===== config.mk =====
export PLATFORM = sky130hd
export DESIGN_NAME = operand_feeder
export DESIGN_NICKNAME = d
export VERILOG_FILES = /design/src/rtl/operand_feeder.sv
export SDC_FILE = /design/constraint.sdc
export NUM_CORES = 1
export LEC_CHECK = 0
export ABC_CLOCK_PERIOD_IN_PS = 20200
export BUFFER_PORTS_ARGS = -buffer_cell sky130_fd_sc_hd__buf_2
export CAP_MARGIN = 20
export CORE_MARGIN = 4
export CORE_UTILIZATION = 55
export CTS_CLUSTER_DIAMETER = 100
export DETAILED_ROUTE_END_ITERATION = 12
export PLACE_DENSITY = 0.77
export SLEW_MARGIN = 20
export SYNTH_ARGS = -nofsm -noshare
export SYNTH_HDL_FRONTEND = slang
export SYNTH_SLANG_ARGS = --single-unit

===== constraint.sdc =====
create_clock -name clk -period 20.2 [get_ports clk]
set_clock_uncertainty 0.05 [all_clocks]
set_input_delay 1.01 -clock clk [delete_from_list [all_inputs] [get_ports clk]]
set_output_delay 1.01 -clock clk [all_outputs]
set_load 0.02 [all_outputs]

===== src/rtl/operand_feeder.sv =====
// operand_feeder
//   Upstream stage of the scheduled-datapath controller. It collects a serial
//   operand stream into one of two register banks. A set is NUM_OPS words,
//   and the first word of a set goes to index 0. While the controller
//   computes on one bank, the next set loads into the other bank.
//
// Ports
//   clk, rst        clock (rising edge), asynchronous active-high reset
//   in_valid/in_ready/in_data/in_last
//                   operand stream handshake; in_last marks the last word
//   dp_op_ready     controller is idle and can take a new set
//   dp_done         controller finished the issued set
//   dp_start        one-cycle start pulse to the controller
//   operands        active bank, operand i at [i*WIDTH +: WIDTH]
//   busy            a set has been issued and has not completed yet
//   frame_err       one-cycle pulse after a framing violation
//   set_count       completed sets, wraps modulo 256
module operand_feeder #(
  parameter int WIDTH   = 16,
  parameter int NUM_OPS = 8
) (
  input  logic                     clk,
  input  logic                     rst,
  input  logic                     in_valid,
  input  logic [WIDTH-1:0]         in_data,
  input  logic                     in_last,
  output logic                     in_ready,
  input  logic                     dp_op_ready,
  input  logic                     dp_done,
  output logic                     dp_start,
  output logic [NUM_OPS*WIDTH-1:0] operands,
  output logic                     busy,
  output logic                     frame_err,
  output logic [7:0]               set_count
);

  localparam int IDX_W = (NUM_OPS > 1) ? $clog2(NUM_OPS) : 1;
  localparam logic [IDX_W-1:0] LAST_IDX = IDX_W'(NUM_OPS - 1);

  logic [WIDTH-1:0] bank_r [2][NUM_OPS];
  logic [1:0]       full_r;
  logic             fill_ptr_r;
  logic             issue_ptr_r;
  logic             active_ptr_r;
  logic [IDX_W-1:0] fill_idx_r;
  logic             running_r;
  logic             frame_err_r;
  logic [7:0]       set_count_r;

  logic             accept_s;
  logic             at_last_s;
  logic             commit_s;
  logic             early_last_s;
  logic             frame_viol_s;
  logic             start_s;
  logic             done_s;
  logic [1:0]       full_nxt_s;

  // Handshake, framing and issue decisions for the current cycle.
  always_comb begin
    accept_s     = in_valid && !full_r[fill_ptr_r];
    at_last_s    = (fill_idx_r == LAST_IDX);
    commit_s     = accept_s && at_last_s;
    early_last_s = accept_s && !at_last_s && in_last;
    // A full set without in_last still commits, but it is reported.
    frame_viol_s = early_last_s || (commit_s && !in_last);
    start_s      = !running_r && full_r[issue_ptr_r] && dp_op_ready;
    done_s       = dp_done && running_r;
  end

  // Bank occupancy. A commit and a completion always target different banks:
  // the running bank is full, and a full bank cannot be filled.
  always_comb begin
    full_nxt_s = full_r;
    if (commit_s) begin
      full_nxt_s[fill_ptr_r] = 1'b1;
    end else begin
      full_nxt_s[fill_ptr_r] = full_r[fill_ptr_r];
    end
    if (done_s) begin
      full_nxt_s[active_ptr_r] = 1'b0;
    end else begin
      full_nxt_s[active_ptr_r] = full_nxt_s[active_ptr_r];
    end
  end

  // Operand storage. Words of a discarded partial set stay in the bank; the
  // next complete set overwrites every index before the bank is issued.
  always_ff @(posedge clk or posedge rst) begin
    if (rst) begin
      for (int b = 0; b < 2; b++) begin
        for (int i = 0; i < NUM_OPS; i++) begin
          bank_r[b][i] <= '0;
        end
      end
    end else if (accept_s) begin
      bank_r[fill_ptr_r][fill_idx_r] <= in_data;
    end
  end

  // Fill, issue and completion control state.
  always_ff @(posedge clk or posedge rst) begin
    if (rst) begin
      full_r       <= 2'b00;
      fill_ptr_r   <= 1'b0;
      issue_ptr_r  <= 1'b0;
      active_ptr_r <= 1'b0;
      fill_idx_r   <= '0;
      running_r    <= 1'b0;
      frame_err_r  <= 1'b0;
      set_count_r  <= 8'd0;
    end else begin
      full_r      <= full_nxt_s;
      frame_err_r <= frame_viol_s;
      if (commit_s || early_last_s) begin
        fill_idx_r <= '0;
      end else if (accept_s) begin
        fill_idx_r <= fill_idx_r + IDX_W'(1);
      end
      if (commit_s) begin
        fill_ptr_r <= !fill_ptr_r;
      end
      if (start_s) begin
        running_r    <= 1'b1;
        active_ptr_r <= issue_ptr_r;
        issue_ptr_r  <= !issue_ptr_r;
      end else if (done_s) begin
        running_r   <= 1'b0;
        set_count_r <= set_count_r + 8'd1;
      end
    end
  end

  // Output view of the active bank and the status registers.
  always_comb begin
    for (int i = 0; i < NUM_OPS; i++) begin
      operands[i*WIDTH +: WIDTH] = bank_r[active_ptr_r][i];
    end
    in_ready  = !full_r[fill_ptr_r];
    dp_start  = start_s;
    busy      = running_r;
    frame_err = frame_err_r;
    set_count = set_count_r;
  end

endmodule


==> reports/qor.csv <==
stage,metric,value,unit
clocking,setup bufs post-CTS,0,
layout,# nets final,955,
routing,vias per std cell,5.66,
timing,final setup fails,0,
synth,synthesized net count,814,
layout,"commonest non-fill, non-tap cell in the layout",mux2_2,
layout,share of post-route cells with drive strength above 1,64.2,%
timing,period utilisation layout,20.7,%
setup_path,CP Capture Type,primary output,
layout,Inserted Diodes,0,
grt,total grt overflow,0,
routing,DRC,0,
setup_path,critical path startpoint category,flip-flop,
routing,Wirelength per Cell,20.6,um
synth,Netlist cell types,34,
clocking,clock transition at the registers of the reported paths,0.06,ns
setup_path,CP max-delay cell,dfrtp_4,
timing,unrepaired setup endpoints after global routing,false,
synth,yosys warns,0,
floorplan,I/O Pins,162,
synth,syn_area_per_cell,15.3,um2
timing,post-layout min period,4.18,ns
routing,iteration count of the initial detailed-routing pass,4,
floorplan,core area,21300,um2
layout,# fillers,1587,
routing,WL final,25300,um
power,P_leak,7.01,nW
job,Max Cap Violations,0,
floorplan,Initial Utilization,56.6,%
floorplan,Cell Rows,53,
clocking,"Hold-fix buffers, CTS",0,
synth,register bit total from synthesis,274,
clocking,worst skew pair latency,0.53,ns
setup_path,WP data required,19.14,ns
hold_path,HP Class,flip-flop to flip-flop,
timing,post-route setup slack,16.02,ns
place,post-DP HPWL,16200,um
power,Worst VDD drop,103,uV
routing,via count,6934,
grt,pin count of the biggest net entering global routing,124,
timing,final hold viol count,0,
power,Pwr Density,145,nW/um2
clocking,clock sink total,274,
clocking,post_cts resized,0,
place,DP Worst Slack,16.37,ns
routing,Detail Route Antenna Nets,0,
clocking,Root Driver,clkbuf_16,
clocking,cts bufs inserted,29,
power,Overall Power,0.00202,W
floorplan,die area,24300,um2
setup_path,CP Cell Sequence,buf_4 > mux2_2 > buf_2,
layout,most frequent cells in the layout,"378 x mux2_2, 273 x dfrtp_1, 161 x buf_2",
timing,Worst Max-Slew Pin Slew,1.00,ns
timing,Max Clk Rate,239,MHz
layout,Area Growth Syn to Fin,15.7,%
clocking,CTS tree,done,
setup_path,"Arr. time, crit path",3.12,ns
setup_path,CP top delay family,flip-flops,
status,status,finished clean,
timing,setup TNS,0,ns
floorplan,Die H,156,um
setup_path,CP Max Fanout,72,
grt,initial antenna violation count,0,
floorplan,Die Wd,156,um
place,gpl congestion,0.766,
grt,vias in the first global route,7365,
setup_path,CP bufs+invs,2,
synth,Synth Cell Area,12000,um2
grt,first-pass GRT wire length,41000,um
timing,fin. max-slew vios,0,
place,IO Port Bufs,161,
routing,initial DRC count,353,
clocking,htree depth,1,
grt,Total Routing Usage GR,21.0,%
synth,sequential element share of the synthesized area,57.0,%
setup_path,"slowest stage delay, CP",1.06,ns
timing,Relative slew margins,33.1,%
clocking,Max Root-Sink Buffers,3,
synth,Mapped Cells,789,
setup_path,WS Path Type,flip-flop to primary output,
[power breakdown]
group          internal [W]  total, W  switching (W)
logic              0.000327  0.000679       0.000352
registers          0.000722  0.000812      0.0000900
clock network      0.000324  0.000529       0.000204
[worst reg2reg max path, stage by stage, from the launching register on]
cell and delay [ns]:
dfrtp_1 0.50, nor4b_4 0.50, nor2b_2 0.84, mux2_2 0.43
[cells by family after synthesis]
family	share of synthesized area, %
XOR/XNOR	0.655
adder cells (fa/ha/maj)	0.312
flip-flops	57.0
multiplexers	36.8
buffers and inverters	2.57
AO/OA/AOI/OAI	0.395
AND/OR/NAND/NOR	2.34
[routing by layer]
metal | GRT usage (%) | wire length, um | vias to the layer above
li1 | - | - | 3110
met1 | 30.8 | 11700 | 3629
met2 | 33.3 | 11900 | 151
met3 | 3.47 | 1090 | 44
met4 | 4.92 | 552 | 0
met5 | 0 | 0 | -
[cell type report]
class,instances,area [um2],share of cell area [%]
Timing Repair Buffer,166,847,6.08
Tap cell,275,344,2.47
Sequential cell,274,6860,49.3
Clock buffer,45,886,6.36
Inverter,4,22.5,0.162
Multi-Input combinational cell,455,4880,35.0
Clock inverter,7,87.6,0.629
[worst paths after layout]
path / start / to / slack [ns] / cells after the start
worst max register to register: fill_ptr_r / bank_r[201] / 17.76 / 3
worst max-delay path: active_ptr_r / operands[77] / 16.02 / 3
worst min register to register: set_count[7] / set_count[7] / 0.42 / 1
max in group asynchronous: rst / bank_r[214] / 17.37 / 4
min in group asynchronous: rst / set_count[7] / 0.58 / 2
worst min-delay path: set_count[7] / set_count[7] / 0.42 / 1
[per-stage QoR]
step | util, % | instances | hold slack (ns) | instance area, um2
after CTS | 65.4 | 1226 | 0.425 | 13900
after global routing | 65.4 | 1226 | 0.459 | 13900
after floorplan | - | 789 | 0.424 | 12000
after global placement | 60.8 | 1174 | 0.424 | 12900
final | 65.4 | 1226 | 0.417 | 13900
after detailed placement | 60.8 | 1174 | 0.408 | 12900
[registers in the layout, indices dropped and copies added, names as in the netlist]
register      flops
issue_ptr_r       1
full_r            2
busy              1
frame_err         1
active_ptr_r      1
fill_ptr_r        1
bank_r          256
set_count         8
fill_idx_r        3
[Yosys cell counts, drive strengths merged]
| cell | n | area share [%] |
|---|---|---|
| nor2b | 7 | 0.36 |
| nor3b | 3 | 0.19 |
| a21o | 1 | 0.062 |
| or3 | 1 | 0.052 |
| xnor2 | 7 | 0.51 |
| and4 | 1 | 0.073 |
| nand4 | 1 | 0.052 |
| nand3b | 2 | 0.12 |
| buf | 37 | 1.9 |
| a21oi | 2 | 0.083 |
| nor4b | 1 | 0.20 |
| nor2 | 4 | 0.15 |
| o21ai | 1 | 0.042 |
| nand2 | 17 | 0.59 |
| dfrtp | 274 | 57 |
| a31oi | 4 | 0.21 |
| mux2i | 2 | 0.17 |
| xor2 | 2 | 0.15 |
| nand4b | 1 | 0.12 |
| mux2 | 388 | 37 |
| ha | 3 | 0.31 |
| clkbuf | 19 | 0.59 |
| and4bb | 2 | 0.21 |
| inv | 4 | 0.12 |
| nor3 | 2 | 0.083 |
| and3 | 1 | 0.052 |
| nand3 | 2 | 0.083 |
No activity file was read; power rests on OpenSTA's default activity.
